===== config.mk =====
export PLATFORM = sky130hd
export DESIGN_NAME = usb_cmd_ctrl
export DESIGN_NICKNAME = d
export VERILOG_FILES = /design/src/rtl/usb_cmd_pkg.sv /design/src/rtl/usb_tx_arb.sv /design/src/rtl/usb_cmd_ctrl.sv
export SDC_FILE = /design/constraint.sdc
export NUM_CORES = 1
export LEC_CHECK = 0
export BUFFER_PORTS_ARGS = -buffer_cell sky130_fd_sc_hd__buf_2
export CORE_MARGIN = 5
export CORE_UTILIZATION = 50
export DETAILED_ROUTE_END_ITERATION = 10
export GPL_ROUTABILITY_DRIVEN = 1
export PLACE_DENSITY_LB_ADDON = 0.2
export SLEW_MARGIN = 10
export SYNTH_ARGS = -nofsm -noshare
export SYNTH_HDL_FRONTEND = slang
export SYNTH_SLANG_ARGS = --single-unit

===== constraint.sdc =====
create_clock -name clk_i -period 1.75 [get_ports clk_i]
set_input_delay 0.0875 -clock clk_i [delete_from_list [all_inputs] [get_ports clk_i]]
set_output_delay 0.0875 -clock clk_i [all_outputs]
set_load 0.01 [all_outputs]

===== src/rtl/usb_cmd_pkg.sv =====
// Shared constants and state encodings for the USB command controller.
package usb_cmd_pkg;

    localparam logic [7:0] CMD_HDR = 8'hA5;
    localparam logic [7:0] RSP_HDR = 8'h5A;
    localparam logic [7:0] OP_WR   = 8'h01;
    localparam logic [7:0] OP_RD   = 8'h02;

    typedef enum logic [2:0] {
        HUNT,
        OPC,
        ADDR,
        DHI,
        DLO,
        EXEC,
        RD_CAP
    } parse_state_e;

    typedef enum logic [1:0] {
        IDLE,
        RESP,
        STREAM
    } arb_state_e;

    function automatic logic [7:0] sat_inc8(input logic [7:0] v);
        return (v == 8'hFF) ? v : v + 8'd1;
    endfunction

endpackage


===== src/rtl/usb_tx_arb.sv =====
// Transmit FIFO arbiter: 4-byte read-response buffer versus bulk scan-data stream.
module usb_tx_arb
    import usb_cmd_pkg::*;
#(
    parameter int unsigned BURST_LEN  = 64,
    parameter int unsigned TX_HIGH_WM = 496
) (
    input  logic        clk_i,
    input  logic        nrst,
    input  logic        rsp_load_i,
    input  logic [7:0]  rsp_addr_i,
    input  logic [15:0] rsp_rdata_i,
    output logic        rsp_full_o,
    output logic        txe_wrreq_o,
    output logic [7:0]  txe_wrdata_o,
    input  logic [8:0]  txe_wrusedw_i,
    input  logic        txe_wrfull_i,
    input  logic [7:0]  stream_data_i,
    input  logic        stream_valid_i,
    output logic        stream_ready_o
);

    localparam int unsigned    BcW       = $clog2(BURST_LEN + 1);
    localparam logic [BcW-1:0] BurstLast = BcW'(BURST_LEN - 1);
    localparam logic [9:0]     HighWm    = 10'(TX_HIGH_WM);

    arb_state_e     state_q;
    logic           full_q;
    logic [7:0]     addr_q;
    logic [15:0]    rdata_q;
    logic [1:0]     idx_q;
    logic [BcW-1:0] burst_q;
    logic           wrreq_q;
    logic [7:0]     wrdata_q;

    logic           tx_ok;
    logic           accept;
    logic [7:0]     rsp_byte;

    assign tx_ok          = !txe_wrfull_i && ({1'b0, txe_wrusedw_i} < HighWm);
    assign stream_ready_o = (state_q == STREAM) && tx_ok;
    assign accept         = stream_ready_o && stream_valid_i;

    assign rsp_full_o   = full_q;
    assign txe_wrreq_o  = wrreq_q;
    assign txe_wrdata_o = wrdata_q;

    always_comb begin
        rsp_byte = RSP_HDR;
        unique case (idx_q)
            2'd0: rsp_byte = RSP_HDR;
            2'd1: rsp_byte = addr_q;
            2'd2: rsp_byte = rdata_q[15:8];
            2'd3: rsp_byte = rdata_q[7:0];
            default: rsp_byte = RSP_HDR;
        endcase
    end

    always_ff @(posedge clk_i or negedge nrst) begin
        if (!nrst) begin
            state_q  <= IDLE;
            full_q   <= 1'b0;
            addr_q   <= '0;
            rdata_q  <= '0;
            idx_q    <= '0;
            burst_q  <= '0;
            wrreq_q  <= 1'b0;
            wrdata_q <= '0;
        end else begin
            wrreq_q <= 1'b0;
            unique case (state_q)
                IDLE: begin
                    // A pending response always beats the stream.
                    if (full_q) begin
                        state_q <= RESP;
                        idx_q   <= '0;
                    end else if (stream_valid_i) begin
                        state_q <= STREAM;
                        burst_q <= '0;
                    end
                end
                RESP: begin
                    if (tx_ok) begin
                        wrreq_q  <= 1'b1;
                        wrdata_q <= rsp_byte;
                        idx_q    <= idx_q + 2'd1;
                        if (idx_q == 2'd3) begin
                            full_q  <= 1'b0;
                            state_q <= IDLE;
                        end
                    end
                end
                STREAM: begin
                    if (accept) begin
                        wrreq_q  <= 1'b1;
                        wrdata_q <= stream_data_i;
                        burst_q  <= burst_q + 1'b1;
                        if (burst_q == BurstLast) begin
                            state_q <= IDLE;
                        end
                    end else if (!stream_valid_i && full_q) begin
                        state_q <= IDLE;
                    end
                end
                default: state_q <= IDLE;
            endcase
            // The parser only loads when the buffer is empty, so this never races the clear.
            if (rsp_load_i) begin
                full_q  <= 1'b1;
                addr_q  <= rsp_addr_i;
                rdata_q <= rsp_rdata_i;
            end
        end
    end

endmodule


===== src/rtl/usb_cmd_ctrl.sv =====
// Command controller: fetches host bytes, decodes 5-byte packets, executes register
// accesses and hands read responses to the transmit arbiter.
module usb_cmd_ctrl
    import usb_cmd_pkg::*;
#(
    parameter int unsigned BURST_LEN  = 64,
    parameter int unsigned TX_HIGH_WM = 496,
    parameter int unsigned TIMEOUT    = 65535
) (
    input  logic        clk_i,
    input  logic        nrst,
    output logic        rxf_rdreq_o,
    input  logic [7:0]  rxf_rddata_i,
    input  logic [8:0]  rxf_rdusedw_i,
    output logic        txe_wrreq_o,
    output logic [7:0]  txe_wrdata_o,
    input  logic [8:0]  txe_wrusedw_i,
    input  logic        txe_wrfull_i,
    output logic        reg_wr_o,
    output logic        reg_rd_o,
    output logic [7:0]  reg_addr_o,
    output logic [15:0] reg_wdata_o,
    input  logic [15:0] reg_rdata_i,
    input  logic [7:0]  stream_data_i,
    input  logic        stream_valid_i,
    output logic        stream_ready_o,
    output logic [7:0]  err_cnt_o
);

    localparam int unsigned    ToW   = $clog2(TIMEOUT + 1);
    localparam logic [ToW-1:0] ToMax = ToW'(TIMEOUT);

    parse_state_e   state_q;
    logic           rdreq_q;
    logic           byte_vld_q;
    logic [ToW-1:0] to_cnt_q;
    logic [7:0]     op_q;
    logic [7:0]     addr_q;
    logic [7:0]     dhi_q;
    logic [7:0]     dlo_q;
    logic           reg_wr_q;
    logic           reg_rd_q;
    logic [7:0]     reg_addr_q;
    logic [15:0]    reg_wdata_q;
    logic [7:0]     err_q;

    logic           in_frame;
    logic           fetch_ok;
    logic           op_valid;
    logic           err_hit;
    logic           rsp_full;
    logic           rsp_load;

    assign in_frame = state_q inside {OPC, ADDR, DHI, DLO};
    assign op_valid = (rxf_rddata_i == OP_WR) || (rxf_rddata_i == OP_RD);

    // A DLO byte landing now moves us to EXEC, so a fetch issued now would land there and be lost.
    assign fetch_ok = !rdreq_q && (rxf_rdusedw_i != '0) && (in_frame || state_q == HUNT) &&
                      !(state_q == DLO && byte_vld_q);

    assign err_hit = (byte_vld_q && state_q == HUNT && rxf_rddata_i != CMD_HDR) ||
                     (byte_vld_q && state_q == OPC && !op_valid) ||
                     (in_frame && !byte_vld_q && to_cnt_q == ToMax);

    // reg_rd_q is still high on the first RD_CAP cycle; read data arrives one cycle later.
    assign rsp_load = (state_q == RD_CAP) && !reg_rd_q;

    assign rxf_rdreq_o = rdreq_q;
    assign reg_wr_o    = reg_wr_q;
    assign reg_rd_o    = reg_rd_q;
    assign reg_addr_o  = reg_addr_q;
    assign reg_wdata_o = reg_wdata_q;
    assign err_cnt_o   = err_q;

    always_ff @(posedge clk_i or negedge nrst) begin
        if (!nrst) begin
            state_q     <= HUNT;
            rdreq_q     <= 1'b0;
            byte_vld_q  <= 1'b0;
            to_cnt_q    <= '0;
            op_q        <= '0;
            addr_q      <= '0;
            dhi_q       <= '0;
            dlo_q       <= '0;
            reg_wr_q    <= 1'b0;
            reg_rd_q    <= 1'b0;
            reg_addr_q  <= '0;
            reg_wdata_q <= '0;
        end else begin
            rdreq_q    <= fetch_ok;
            byte_vld_q <= rdreq_q;
            reg_wr_q   <= 1'b0;
            reg_rd_q   <= 1'b0;
            unique case (state_q)
                HUNT: begin
                    if (byte_vld_q && rxf_rddata_i == CMD_HDR) state_q <= OPC;
                end
                OPC: begin
                    if (byte_vld_q) begin
                        op_q    <= rxf_rddata_i;
                        state_q <= op_valid ? ADDR : HUNT;
                    end
                end
                ADDR: begin
                    if (byte_vld_q) begin
                        addr_q  <= rxf_rddata_i;
                        state_q <= DHI;
                    end
                end
                DHI: begin
                    if (byte_vld_q) begin
                        dhi_q   <= rxf_rddata_i;
                        state_q <= DLO;
                    end
                end
                DLO: begin
                    if (byte_vld_q) begin
                        dlo_q   <= rxf_rddata_i;
                        state_q <= EXEC;
                    end
                end
                EXEC: begin
                    if (op_q == OP_WR) begin
                        reg_wr_q    <= 1'b1;
                        reg_addr_q  <= addr_q;
                        reg_wdata_q <= {dhi_q, dlo_q};
                        state_q     <= HUNT;
                    end else if (!rsp_full) begin
                        reg_rd_q   <= 1'b1;
                        reg_addr_q <= addr_q;
                        state_q    <= RD_CAP;
                    end
                end
                RD_CAP: begin
                    if (!reg_rd_q) state_q <= HUNT;
                end
                default: state_q <= HUNT;
            endcase
            // Timeout overrides the per-state transition when it fires.
            if (in_frame) begin
                if (byte_vld_q) begin
                    to_cnt_q <= '0;
                end else if (to_cnt_q == ToMax) begin
                    to_cnt_q <= '0;
                    state_q  <= HUNT;
                end else begin
                    to_cnt_q <= to_cnt_q + 1'b1;
                end
            end else begin
                to_cnt_q <= '0;
            end
        end
    end

    always_ff @(posedge clk_i or negedge nrst) begin
        if (!nrst) begin
            err_q <= '0;
        end else if (err_hit) begin
            err_q <= sat_inc8(err_q);
        end
    end

    usb_tx_arb #(
        .BURST_LEN  (BURST_LEN),
        .TX_HIGH_WM (TX_HIGH_WM)
    ) u_tx_arb (
        .clk_i          (clk_i),
        .nrst           (nrst),
        .rsp_load_i     (rsp_load),
        .rsp_addr_i     (reg_addr_q),
        .rsp_rdata_i    (reg_rdata_i),
        .rsp_full_o     (rsp_full),
        .txe_wrreq_o    (txe_wrreq_o),
        .txe_wrdata_o   (txe_wrdata_o),
        .txe_wrusedw_i  (txe_wrusedw_i),
        .txe_wrfull_i   (txe_wrfull_i),
        .stream_data_i  (stream_data_i),
        .stream_valid_i (stream_valid_i),
        .stream_ready_o (stream_ready_o)
    );

endmodule


### After elaboration in Yosys (flattened, before gate mapping)

Index checks and enable logic that the tools add are counted.

* equal/unequal tests: 29
* reductions and logical operators: 50
* bitwise operators: 1
* add/sub/neg operators: 4
* muxes and demuxes: 49
* magnitude comparators: 1

Operators with widths (count)
* $mux 16: 3
* $mux 3: 11
* $mux 8: 4
* $pmux 8 s4: 1
* $mux 7: 3
* $pmux 3 s7: 1
* $mux 2: 10
* $add 16x1->16 const B: 1
* $eq 16x16->1 const B: 1
* $eq 8x1->1 const B: 2
* $eq 8x8->1 const B: 2
* $logic_and 1x1->1: 16
* $pmux 8 s2: 1
* $pmux 7 s2: 1
* $reduce_and 2->1: 7
* $reduce_bool 2->1: 6
* $mux 1: 11
* $eq 3x3->1 const B: 3
* $lt 9x9->1 const B: 1
* $reduce_and 3->1: 3
* $reduce_bool 9->1: 1
* $add 8x1->8 const B: 1
* $eq 8x2->1 const B: 1
* $ne 2x1->1 const B: 4
* 22 further kinds: 39

* bits in registers: 132
* output and inout bits: 45
* logic and storage cells: 155
* input port bits: 54

### Depth between registers and ports, before layout

Gate-level depths: netlist of the first run.

* depth after elaboration: 8
* gate-level depth with buffers: 8
* depth with buffers taken out: 7

### By module

Synthesis of the first run repeated with hierarchy kept, for this count alone.

* cells, all modules: 492
* area, all modules: 5970.7 sq um

Modules (own cells, without submodules)
* usb_cmd_ctrl: times used 1, cells an instance 297, area each 3764.9 sq um, seq. area each 2177.1 sq um
* usb_tx_arb: times used 1, cells an instance 195, area each 2205.9 sq um, seq. area each 1126.1 sq um

### Worst setup path after synthesis of the first run

OpenSTA, ideal clock, no wires.

* kind: register -> register
* start point: register to_cnt_q[0]
* end point: register err_q[1], in the netlist err_cnt_o[1]
* data required time: 1625 ps
* arrival: 1756 ps
* buffers on the path: 0
* cell stages (with the launch flop): 7
* period minus slack after synthesis: 1881 ps
* library setup time: 125 ps
* path slack: -131 ps
* cells stage by stage: dfrtp_1 > ha_1 > nand3_1 > nor4_1 > nand2_1 > a21oi_2 > mux2_2

* cells in the longest elaborated chain, start to end: 4

RTL lines
* start: declaration: RTL line usb_cmd_ctrl.sv:36 `logic [ToW-1:0] to_cnt_q;`
* start signal: assignment: RTL line usb_cmd_ctrl.sv:147 `to_cnt_q <= to_cnt_q + 1'b1;`
* $eq 16x16->1: RTL line usb_cmd_ctrl.sv:63 `(in_frame && !byte_vld_q && to_cnt_q == ToMax);`
* $logic_and 1x1->1: RTL line usb_cmd_ctrl.sv:63
* $logic_or 1x1->1: RTL line usb_cmd_ctrl.sv:62 `(byte_vld_q && state_q == OPC && !op_valid) ||`
* $reduce_and 2->1 (no source line)
* end signal: assignment: RTL line usb_cmd_ctrl.sv:159 `err_q <= sat_inc8(err_q);`
* end: declaration: RTL line usb_cmd_ctrl.sv:45 `logic [7:0] err_q;`

Every way passes these cells.
A chain may end at the register's enable or synchronous reset.

### Final worst setup path of the first run

* start point: register u_tx_arb.burst_q[2]
* end point: register u_tx_arb.state_q[1]

* cells in the longest elaborated chain, start to end: 3

RTL lines
* start: declaration: RTL line usb_tx_arb.sv:32 `logic [BcW-1:0] burst_q;`
* start signal: assignment: RTL line usb_tx_arb.sv:97 `burst_q <= burst_q + 1'b1;`
* $eq 7x6->1: RTL line usb_tx_arb.sv:98 `if (burst_q == BurstLast) begin`
* $ne 3x3->1 (no source line)
* $reduce_and 5->1 (no source line)
* end signal: assignment: RTL line usb_tx_arb.sv:99 `state_q <= IDLE;`
* end signal: assignment: RTL line usb_tx_arb.sv:102 `state_q <= IDLE;`
* end signal: assignment: RTL line usb_tx_arb.sv:105 `default: state_q <= IDLE;`
* end: declaration: RTL line usb_tx_arb.sv:27 `arb_state_e state_q;`

Every way passes these cells.

==> flow_metrics.tcl, run 1 <==
set metrics [dict create \
    result_of_the_run "finished with violations" \
    failed_checks "negative setup slack" \
    flow.area_growth_from_synthesis_pct 36.4 \
    postRouteWirelength_mm 13.5 \
    die_area_mm2 0.0139 \
    io_buffers 94 \
    vdd.ir_drop.worst_v 0.00134 \
    ant_nets 0 \
    timing.critical_path.slowest_stage_cell "or4b_1" \
    synth_most_common_cell "dfrtp_1" \
    maxCapViolations 0 \
    final_total_power_mw 11.9 \
    synth.largest_area_cell "dfrtp_1" \
    clock_path_buffers 2 \
    startpoint_type_of_the_worst_setup_path "flop" \
    number_of_vias_per_cell 5.36 \
    hold_path_class "in2reg" \
    placementRows 39 \
    num-nets-final 739 \
    yosysWarnings 0 \
    synth_seq_area_share 0.566 \
    drt-wirelength-per-cell_um 16.3 \
    postSynthNetCount 561 \
    transition_at_the_pin_with_the_smallest_max_transition_slack_ns 0.469 \
    antenna-diode-count 0 \
    layout.core_utilization 0.696 \
    grt_pass1_wl_mm 23.1 \
    clock-root-buffer "clkbuf_16" \
    critical-path-top-delay-family "simple AND/OR/NAND/NOR gates" \
    setup_repair_after_global_routing_missed_its_margin "true" \
    timing_max_transition_violations_final 0 \
    clk_transition_reported_paths_ns 0.05 \
    synth_top_cell_area_share 0.566 \
    cp_num_buf_inv 0 \
    finalWorstPathRequiredPeriod_ns 1.80 \
    cts_buffers 17 \
    place.gp.congestion 0.845 \
    synth.cell_area_mm2 0.00583 \
    cts.sinks 132 \
    synth_cell_types 49 \
    placeableCoreArea_mm2 0.0114 \
    worst_ep_arrival_time_ns 2.09 \
    dp_hpwl_mm 9.06 \
    cts_htree_levels 4 \
    detail_route.drc_violations 0 \
    first_iter_violations 184 \
    async_reset_ff_frac 1.00 \
    path_cells "nand4_1 -> or4b_1 -> a31oi_2 -> o31ai_2 -> mux2_4" \
    synthFlopType "dfrtp_1" \
    number_of_global_route_vias_before_repair 4815 \
    synth_commonest_cells "132 x dfrtp_1, 74 x mux2_2, 52 x nand2_1" \
    power.leakage_nw 3.69 \
    hold_viol_final 0 \
    worst_ep_required_time_ns 2.03 \
    post_synthesis_instance_total 497 \
    timing.setup.critical_path_class "reg2reg" \
    via_count 4451 \
    setup_viol_count_final 3 \
    grt_max_degree 54 \
    final_layout_size_suffix_gt1_frac 0.422 \
    clock_skew_after_layout_ns 0.00513 \
    antenna_found_initial 0 \
    placed_cells 764 \
    initial_utilization 0.511 \
    tritoncts "built" \
    synthTopCellsByArea "dfrtp_1 57%, mux2_2 14%, nand2_1 3.3%" \
    vertical_die_dimension_um 118 \
    count_of_flip_flops_with_a_built_in_enable_after_synthesis 0 \
    post_layout_nonfiller_instances 831 \
    cellPowerDensity_mw_per_mm2 1500 \
    die_w_um 118 \
    grt.overflow.total 0 \
    groute.usage.overall 0.200 \
    critical_path.max_stage_delay_ns 0.56 \
    clock_insertion_delay_worst_skew_ns 0.41 \
    achievable-frequency_mhz 554 \
    critPathCaptureType "flop" \
    dr.pass1.iters 4 \
    pin_count 99 \
    setup_slack_ns -0.0540 \
    ys_seq_elements 132 \
    avgSynthCellArea_um2 11.7 \
    post-route-period-util 1.03 \
    timing.critical_path.fanout_max 2 \
    slew_headroom 0.687 \
]
worst paths after layout:
path,startpoint,end,slack (ns),cells after the start
setup / recovery,u_tx_arb.burst_q[2]$_DFFE_PN0P_,u_tx_arb.state_q[1]$_DFFE_PN0P_,-0.05,5
hold / removal,stream_data_i[5],u_tx_arb.txe_wrdata_o[5]$_DFFE_PN0P_,0.005,3
setup reg to reg,u_tx_arb.burst_q[2]$_DFFE_PN0P_,u_tx_arb.state_q[1]$_DFFE_PN0P_,-0.05,5
hold reg to reg,rxf_rdreq_o$_DFF_PN0_,byte_vld_q$_DFF_PN0_,0.41,0
max in group asynchronous,nrst,addr_q[7]$_DFFE_PN0P_,0.95,3
min in group asynchronous,nrst,u_tx_arb.burst_q[4]$_DFFE_PN0P_,0.18,2
flip-flops by register name (all words and copies together), names as in the netlist:
signal / cells
addr_q: 8
byte_vld_q: 1
dhi_q: 8
dlo_q: 8
err_cnt_o: 8
op_q: 8
reg_addr_o: 8
reg_rd_o: 1
reg_wdata_o: 16
reg_wr_o: 1
rxf_rdreq_o: 1
state_q: 3
to_cnt_q: 16
u_tx_arb.addr_q: 8
u_tx_arb.burst_q: 7
u_tx_arb.idx_q: 2
u_tx_arb.rdata_q: 16
u_tx_arb.rsp_full_o: 1
u_tx_arb.state_q: 2
u_tx_arb.txe_wrdata_o: 8
u_tx_arb.txe_wrreq_o: 1
worst register-to-register path: stages, from the launching register on:
cell and delay [ns]:
dfrtp_1 0.36, nand4_1 0.16, or4b_1 0.57, a31oi_2 0.18, o31ai_2 0.12, mux2_4 0.31
per-layer routing:
metal | share of wire | global-route usage | vias to the layer above
met3 | 0.047 | 0.0610 | 11
met2 | 0.52 | 0.342 | 113
met4 | 0.0089 | 0.0609 | 0
met5 | 0 | 0 | -
li1 | - | - | 2120
met1 | 0.42 | 0.243 | 2207
cells in the final DEF, fill, tap and decap left out, drive strengths merged, types with 3 or more instances in the layout:
master       Yosys  layout
a21oi           19      19
a222oi           4       4
a22oi            4       4
a31oi            3       3
and3             5       5
buf              9     149
bufinv           0       3
clkbuf          12      23
clkinv           0       5
dfrtp          132     132
dlygate4sd3      0      31
ha              10      10
inv             13      13
mux2            75      75
nand2           52      52
nand2b           5       5
nand3           13      13
nand4           10      10
nor2            33      33
nor2b            3       3
nor3            12      12
nor4             5       5
o21ai           18      18
or3              3       3
or4              3       3
xnor2           20      20
xor2             5       5
through the flow:
stage                     hold WS [ns]  cell area (µm²)   TNS, ns  setup WS [ns]
final                          0.00513             7950   -0.0715        -0.0540
after global placement          0.0693             6860   -0.0719        -0.0567
after floorplan                 -0.208             5860  -0.00332       -0.00332
after detailed placement        0.0780             6860     -1.04         -0.123
after CTS                      0.00577             7850    -0.101        -0.0759
after global routing            0.0165             7950    -0.570         -0.111
report_power, final:
part	total, mW	switching (mW)	internal, mW
logic	3.63	1.74	1.89
registers	4.73	0.662	4.07
clock network	3.59	1.24	2.35
total	11.9	3.64	8.30
layout make-up:
class                   count  area [µm²]
clock inverters             9         126
multi-input cells         331        2560
fillers                   779        3470
repair buffers            180        1260
flip-flops and latches    132        3300
clock buffers              23         478
inverters                  13        48.8
well taps                 143         179
repair_timing:
item	4_1_cts	5_1_grt
hold buffers	31	0
hold endpoints to repair	59	0
pin swaps	1	9
setup endpoints to repair	27	33
buffers inserted	3	1
resized for setup	11	24
logic make-up after synthesis:
group	Yosys count	synth area share
adder cells (fa/ha/maj)	10	0.0215
AND/OR/NAND/NOR	157	0.135
buffers and inverters	34	0.0238
AO/OA/AOI/OAI	63	0.0693
XOR/XNOR	25	0.0375
multiplexers	76	0.147
flip-flops	132	0.566
Note: power is estimated with default switching activity, not from simulation.
==> inputs of run 2 (changes only) <==
--- a/config.mk
+++ b/config.mk
@@ -10,6 +10,7 @@
 export CORE_UTILIZATION = 50
 export DETAILED_ROUTE_END_ITERATION = 10
 export GPL_ROUTABILITY_DRIVEN = 1
+export HOLD_SLACK_MARGIN = 0.06
 export PLACE_DENSITY_LB_ADDON = 0.2
 export SLEW_MARGIN = 10
 export SYNTH_ARGS = -nofsm -noshare
==> flow_metrics.tcl, run 2 (synthesis gave the netlist of run 1 again) <==
set metrics [dict create \
    result_of_the_run "finished with violations" \
    failed_checks "negative setup slack" \
    groute.usage.overall 0.201 \
    num-nets-final 741 \
    maxCapViolations 0 \
    vdd.ir_drop.worst_v 0.00128 \
    die_area_mm2 0.0139 \
    hold_path_class "in2reg" \
    timing_max_transition_violations_final 0 \
    grt_max_degree 54 \
    placed_cells 764 \
    share_of_total_power_in_combinational_logic 0.305 \
    io_buffers 94 \
    number_of_global_route_vias_before_repair 4822 \
    transition_at_the_pin_with_the_smallest_max_transition_slack_ns 0.466 \
    via_count 4483 \
    die_w_um 118 \
    grt_pass1_wl_mm 23.3 \
    flow.area_growth_from_synthesis_pct 36.7 \
    worst_ep_required_time_ns 2.03 \
    detail_route.drc_violations 0 \
    cellPowerDensity_mw_per_mm2 1500 \
    tritoncts "built" \
    placeableCoreArea_mm2 0.0114 \
    clock_path_buffers 2 \
    dp_hpwl_mm 9.06 \
    clock-root-buffer "clkbuf_16" \
    switching_share 0.305 \
    setup_slack_ns -0.0541 \
    postRouteWirelength_mm 13.7 \
    cts.sinks 132 \
    place_worst_setup_slack_ns -0.123 \
    clock_insertion_delay_worst_skew_ns 0.41 \
    final_layout_size_suffix_gt1_frac 0.420 \
    worst_reg2reg_path_length_in_cells 5 \
    cts_htree_levels 4 \
    pin_count 99 \
    power.sequential.fraction 0.395 \
    antenna-diode-count 0 \
    timing.setup.critical_path_class "reg2reg" \
    final_cell_mix "132 x dfrtp_1, 93 x buf_2, 74 x mux2_2, 51 x nand2_1, 49 x buf_4" \
    hold_path_depth 3 \
    clock_skew_after_layout_ns 0.00576 \
    finalWorstPathRequiredPeriod_ns 1.80 \
    netSwitchingPower_mw 3.65 \
    post_layout_nonfiller_instances 833 \
    placementRows 39 \
    critPathCaptureType "flop" \
    dr.pass1.iters 4 \
    timing.critical_path.fanout_max 2 \
    setup_viol_count_final 3 \
    post-route-period-util 1.03 \
    power.share.clock 0.300 \
    initial_utilization 0.511 \
    p_int_mw 8.30 \
    grt.overflow.total 0 \
    setup_repair_after_global_routing_missed_its_margin "true" \
    achievable-frequency_mhz 554 \
    clk_transition_reported_paths_ns 0.05 \
    slew_headroom 0.689 \
    number_of_vias_per_cell 5.38 \
    cts_buffers 17 \
    drt-wirelength-per-cell_um 16.4 \
    startpoint_type_of_the_worst_setup_path "flop" \
    vertical_die_dimension_um 118 \
    first_iter_violations 208 \
    hold_viol_final 0 \
    antenna_found_initial 0 \
    power.leakage_nw 3.69 \
    worst_ep_arrival_time_ns 2.09 \
    most_common_library_cell_in_the_layout_ignoring_fill_and_taps "dfrtp_1" \
    place.gp.congestion 0.845 \
    ant_nets 0 \
]
run 2: routing by layer:
metal  part of all wire  up-vias  track usage
li1                   -     2125            -
met1               0.42     2230        0.243
met2               0.52      117        0.348
met3              0.044       11       0.0591
met4             0.0088        0       0.0595
met5                  0        -            0
run 2: repair_timing:
item,CTS,global route
hold endpoints to repair,93,0
hold buffers,33,0
pin swaps,1,10
gates resized for setup,11,24
endpoints found under the setup margin,27,33
buffers inserted,3,1
run 2: layout make-up:
| cell class | count | area [µm²] |
|---|---|---|
| Clock buffer | 23 | 478 |
| Multi-Input combinational cell | 331 | 2560 |
| Timing Repair Buffer | 182 | 1280 |
| Fill cell | 776 | 3450 |
| Inverter | 13 | 48.8 |
| Tap cell | 143 | 179 |
| Sequential cell | 132 | 3300 |
| Clock inverter | 9 | 126 |
run 2: power by group through the flow:
stage                     Clock (mW)  Combinational [mW]  Sequential, mW
final                           3.58                3.64            4.73
after CTS                       3.65                3.48            4.72
after floorplan                    0                2.01            4.66
after global routing            3.76                4.02            4.86
after global placement             0                3.18            4.69
after detailed placement           0                3.31            4.75
run 2: worst paths after layout:
path / from / end / slack [ns]
worst max-delay path: u_tx_arb.burst_q[2]$_DFFE_PN0P_ / u_tx_arb.state_q[1]$_DFFE_PN0P_ / -0.05
worst min-delay path: rxf_rdusedw_i[5] / rxf_rdreq_o$_DFF_PN0_ / 0.08
worst max register to register: u_tx_arb.burst_q[2]$_DFFE_PN0P_ / u_tx_arb.state_q[1]$_DFFE_PN0P_ / -0.05
worst min register to register: rxf_rdreq_o$_DFF_PN0_ / byte_vld_q$_DFF_PN0_ / 0.41
max in group asynchronous: nrst / addr_q[7]$_DFFE_PN0P_ / 0.95
min in group asynchronous: nrst / u_tx_arb.burst_q[4]$_DFFE_PN0P_ / 0.18
run 2: stage by stage:
stage	TNS [ns]	utilization	hold slack, ns	cell area, µm²	power [mW]
2_1_floorplan	-0.00332	-	-0.208	5860	6.67
3_3_place_gp	-0.0719	0.601	0.0693	6860	7.87
3_5_place_dp	-1.04	0.601	0.0780	6860	8.06
4_1_cts	-0.101	0.689	0.0765	7870	11.8
5_1_grt	-0.570	0.698	0.0895	7970	12.6
6_report	-0.0756	0.698	0.0810	7970	12.0
run 2: critical path, cell delays in order, from the launching register on:
cell and delay, ns:
dfrtp_1 0.36, nand4_1 0.16, or4b_1 0.57, a31oi_2 0.18
o31ai_2 0.12, mux2_4 0.31
==> inputs of run 3 (changes only) <==
--- a/config.mk
+++ b/config.mk
@@ -11,8 +11,9 @@
 export DETAILED_ROUTE_END_ITERATION = 10
 export GPL_ROUTABILITY_DRIVEN = 1
 export HOLD_SLACK_MARGIN = 0.06
-export PLACE_DENSITY_LB_ADDON = 0.2
+export PLACE_DENSITY = 0.75
 export SLEW_MARGIN = 10
 export SYNTH_ARGS = -nofsm -noshare
 export SYNTH_HDL_FRONTEND = slang
+export SYNTH_HIERARCHICAL = 1
 export SYNTH_SLANG_ARGS = --single-unit
==> flow_metrics.tcl, run 3 <==
set metrics [dict create \
    timing.hold.ws_ns 0.0778 \
    netSwitchingPower_mw 2.50 \
    power.sequential.fraction 0.406 \
    first_iter_violations 312 \
    finalWorstPathRequiredPeriod_ns 2.19 \
    antenna-diode-count 0 \
    die_area_mm2 0.0142 \
    number_of_global_route_vias_before_repair 4903 \
    number_of_vias_per_cell 5.56 \
    startpoint_type_of_the_worst_setup_path "flop" \
    p_int_mw 6.40 \
    drt-wirelength-per-cell_um 17.6 \
    switching_share 0.281 \
    cts_htree_levels 4 \
    num-nets-final 735 \
    failed_checks "negative setup slack" \
    setup_viol_count_final 8 \
    dr.pass1.iters 5 \
    timing.setup.critical_path_class "reg2reg" \
    clk_transition_reported_paths_ns 0.06 \
    die_w_um 119 \
    cellPowerDensity_mw_per_mm2 1110 \
    timing_max_transition_violations_final 0 \
    placed_cells 759 \
    detail_route.drc_violations 0 \
    post_layout_nonfiller_instances 831 \
    synth_commonest_cells "132 x dfrtp_1, 59 x mux2_2, 34 x nand2_1" \
    fillerInstances 827 \
    postSynthNetCount 556 \
    clock_insertion_delay_worst_skew_ns 0.41 \
    power.share.clock 0.385 \
    worst_ep_required_time_ns 2.05 \
    grt.overflow.total 0 \
    final_layout_size_suffix_gt1_frac 0.414 \
    async_reset_ff_frac 1.00 \
    flow.area_growth_from_synthesis_pct 34.2 \
    share_of_total_power_in_combinational_logic 0.209 \
    ys_seq_elements 132 \
    postRouteWirelength_mm 14.7 \
    synth_most_common_cell "dfrtp_1" \
    dp_hpwl_mm 9.64 \
    post_synthesis_instance_total 492 \
    setup_repair_after_global_routing_missed_its_margin "true" \
    result_of_the_run "finished with violations" \
    vertical_die_dimension_um 119 \
    pin_count 99 \
    count_of_flip_flops_with_a_built_in_enable_after_synthesis 0 \
    placeableCoreArea_mm2 0.0119 \
    placementRows 40 \
    final_total_power_mw 8.91 \
    vdd.ir_drop.worst_v 0.000784 \
    placed_area_mm2 0.00696 \
    synth_top_cell_area_share 0.553 \
    setup_slack_ns -0.438 \
    hold_path_class "in2reg" \
    post-route-period-util 1.25 \
    synth_cell_types 58 \
    ant_nets 0 \
    clock-root-buffer "clkbuf_16" \
    critPathCaptureType "flop" \
    cts_buffers 17 \
    initial_utilization 0.503 \
    groute.usage.overall 0.209 \
    worst_ep_arrival_time_ns 2.48 \
    synthFlopType "dfrtp_1" \
    layout.core_utilization 0.676 \
    clock_path_buffers 2 \
    yosysWarnings 6 \
    achievable-frequency_mhz 457 \
    tritoncts "built" \
    grt_max_degree 93 \
    synth_seq_area_share 0.553 \
    place.gp.congestion 0.811 \
    slew_headroom 0.658 \
    synth.cell_area_mm2 0.00597 \
    hold_viol_final 0 \
    most_common_library_cell_in_the_layout_ignoring_fill_and_taps "dfrtp_1" \
    power.leakage_nw 3.96 \
    grt_pass1_wl_mm 23.9 \
    synthTopCellsByArea "dfrtp_1 55%, mux2_2 11%, mux2_1 5.1%" \
    final_cell_mix "131 x dfrtp_1, 93 x buf_2, 57 x mux2_2, 55 x buf_4, 33 x nand2_1" \
    clock_skew_after_layout_ns 0.0187 \
    synth.largest_area_cell "dfrtp_1" \
    final_area_mm2 0.00802 \
    io_buffers 94 \
    avgSynthCellArea_um2 12.1 \
    cts.sinks 132 \
    antenna_found_initial 0 \
    transition_at_the_pin_with_the_smallest_max_transition_slack_ns 0.513 \
    via_count 4617 \
    timing.critical_path.fanout_max 7 \
    maxCapViolations 0 \
]
[run 3: worst paths after layout]
kind,startpoint,end,slack [ns],cells past startpoint
min in group asynchronous,nrst,u_tx_arb/burst_q[3]$_DFFE_PN0P_,0.26,3
setup / recovery,state_q[1]$_DFF_PN0_,err_cnt_o[1]$_DFFE_PN0P_,-0.44,6
hold reg to reg,rxf_rdreq_o$_DFF_PN0_,byte_vld_q$_DFF_PN0_,0.44,0
hold / removal,rxf_rddata_i[4],dhi_q[4]$_DFFE_PN0P_,0.08,3
max in group asynchronous,nrst,reg_wr_o$_DFF_PN0_,1.08,3
setup reg to reg,state_q[1]$_DFF_PN0_,err_cnt_o[1]$_DFFE_PN0P_,-0.44,6
[run 3: per-layer routing]
layer  up-vias  GRT usage  part of all wire
met1      2331      0.250              0.41
met5         -          0                 0
met3        14     0.0503             0.048
met2       131      0.368              0.53
met4         0     0.0717             0.011
li1       2141          -                 -
[run 3: what timing repair did]
action,in CTS,in global routing
endpoints found under the hold margin,165,0
resized for setup,12,19
hold buffers,28,0
setup endpoints to repair,28,38
pin swaps,1,9
setup buffers,1,11
[run 3: cells by family (layout without fill, tap and decap cells)]
logic type	count (synthesis)	in the layout	share of synthesized area
buf+inv	34	226	0.0237
xor+xnor	16	16	0.0235
compound gates	72	72	0.0878
flops	132	132	0.553
mux	89	89	0.168
simple gates	139	139	0.123
fa+ha+maj	10	10	0.0210
[run 3: metrics by stage]
step	worst slack (ns)	setup TNS, ns
floorplan	-0.420	-2.71
global route	-0.504	-3.97
detailed placement	-0.456	-3.22
global placement	-0.388	-2.54
finish	-0.438	-3.21
CTS	-0.451	-3.20
[run 3: area by class of cell]
| type | count | area [µm²] | area share |
|---|---|---|---|
| clock buffer | 18 | 439 | 0.0548 |
| inverter | 11 | 41.3 | 0.00515 |
| tap | 147 | 184 | 0.0229 |
| clock inverter | 14 | 136 | 0.0170 |
| timing repair buffer | 183 | 1260 | 0.157 |
| sequential | 132 | 3300 | 0.412 |
| multi-input combinational | 326 | 2650 | 0.331 |
[run 3: critical path: stages (launching register included)]
cell and delay, ns:
dfrtp_1 0.40, o21ai_2 0.13, or3b_4 0.39, or4_4 0.45, o21a_4 0.19, a31oi_4 0.19
mux2_4 0.32
[run 3: power by group through the flow]
stage,Sequential [mW],Combinational [mW],Clock [mW]
2_1_floorplan,3.70,0.799,0
3_3_place_gp,3.62,1.45,0
3_5_place_dp,3.64,1.52,0
4_1_cts,3.60,1.68,3.50
5_1_grt,3.66,2.03,3.64
6_report,3.61,1.87,3.43
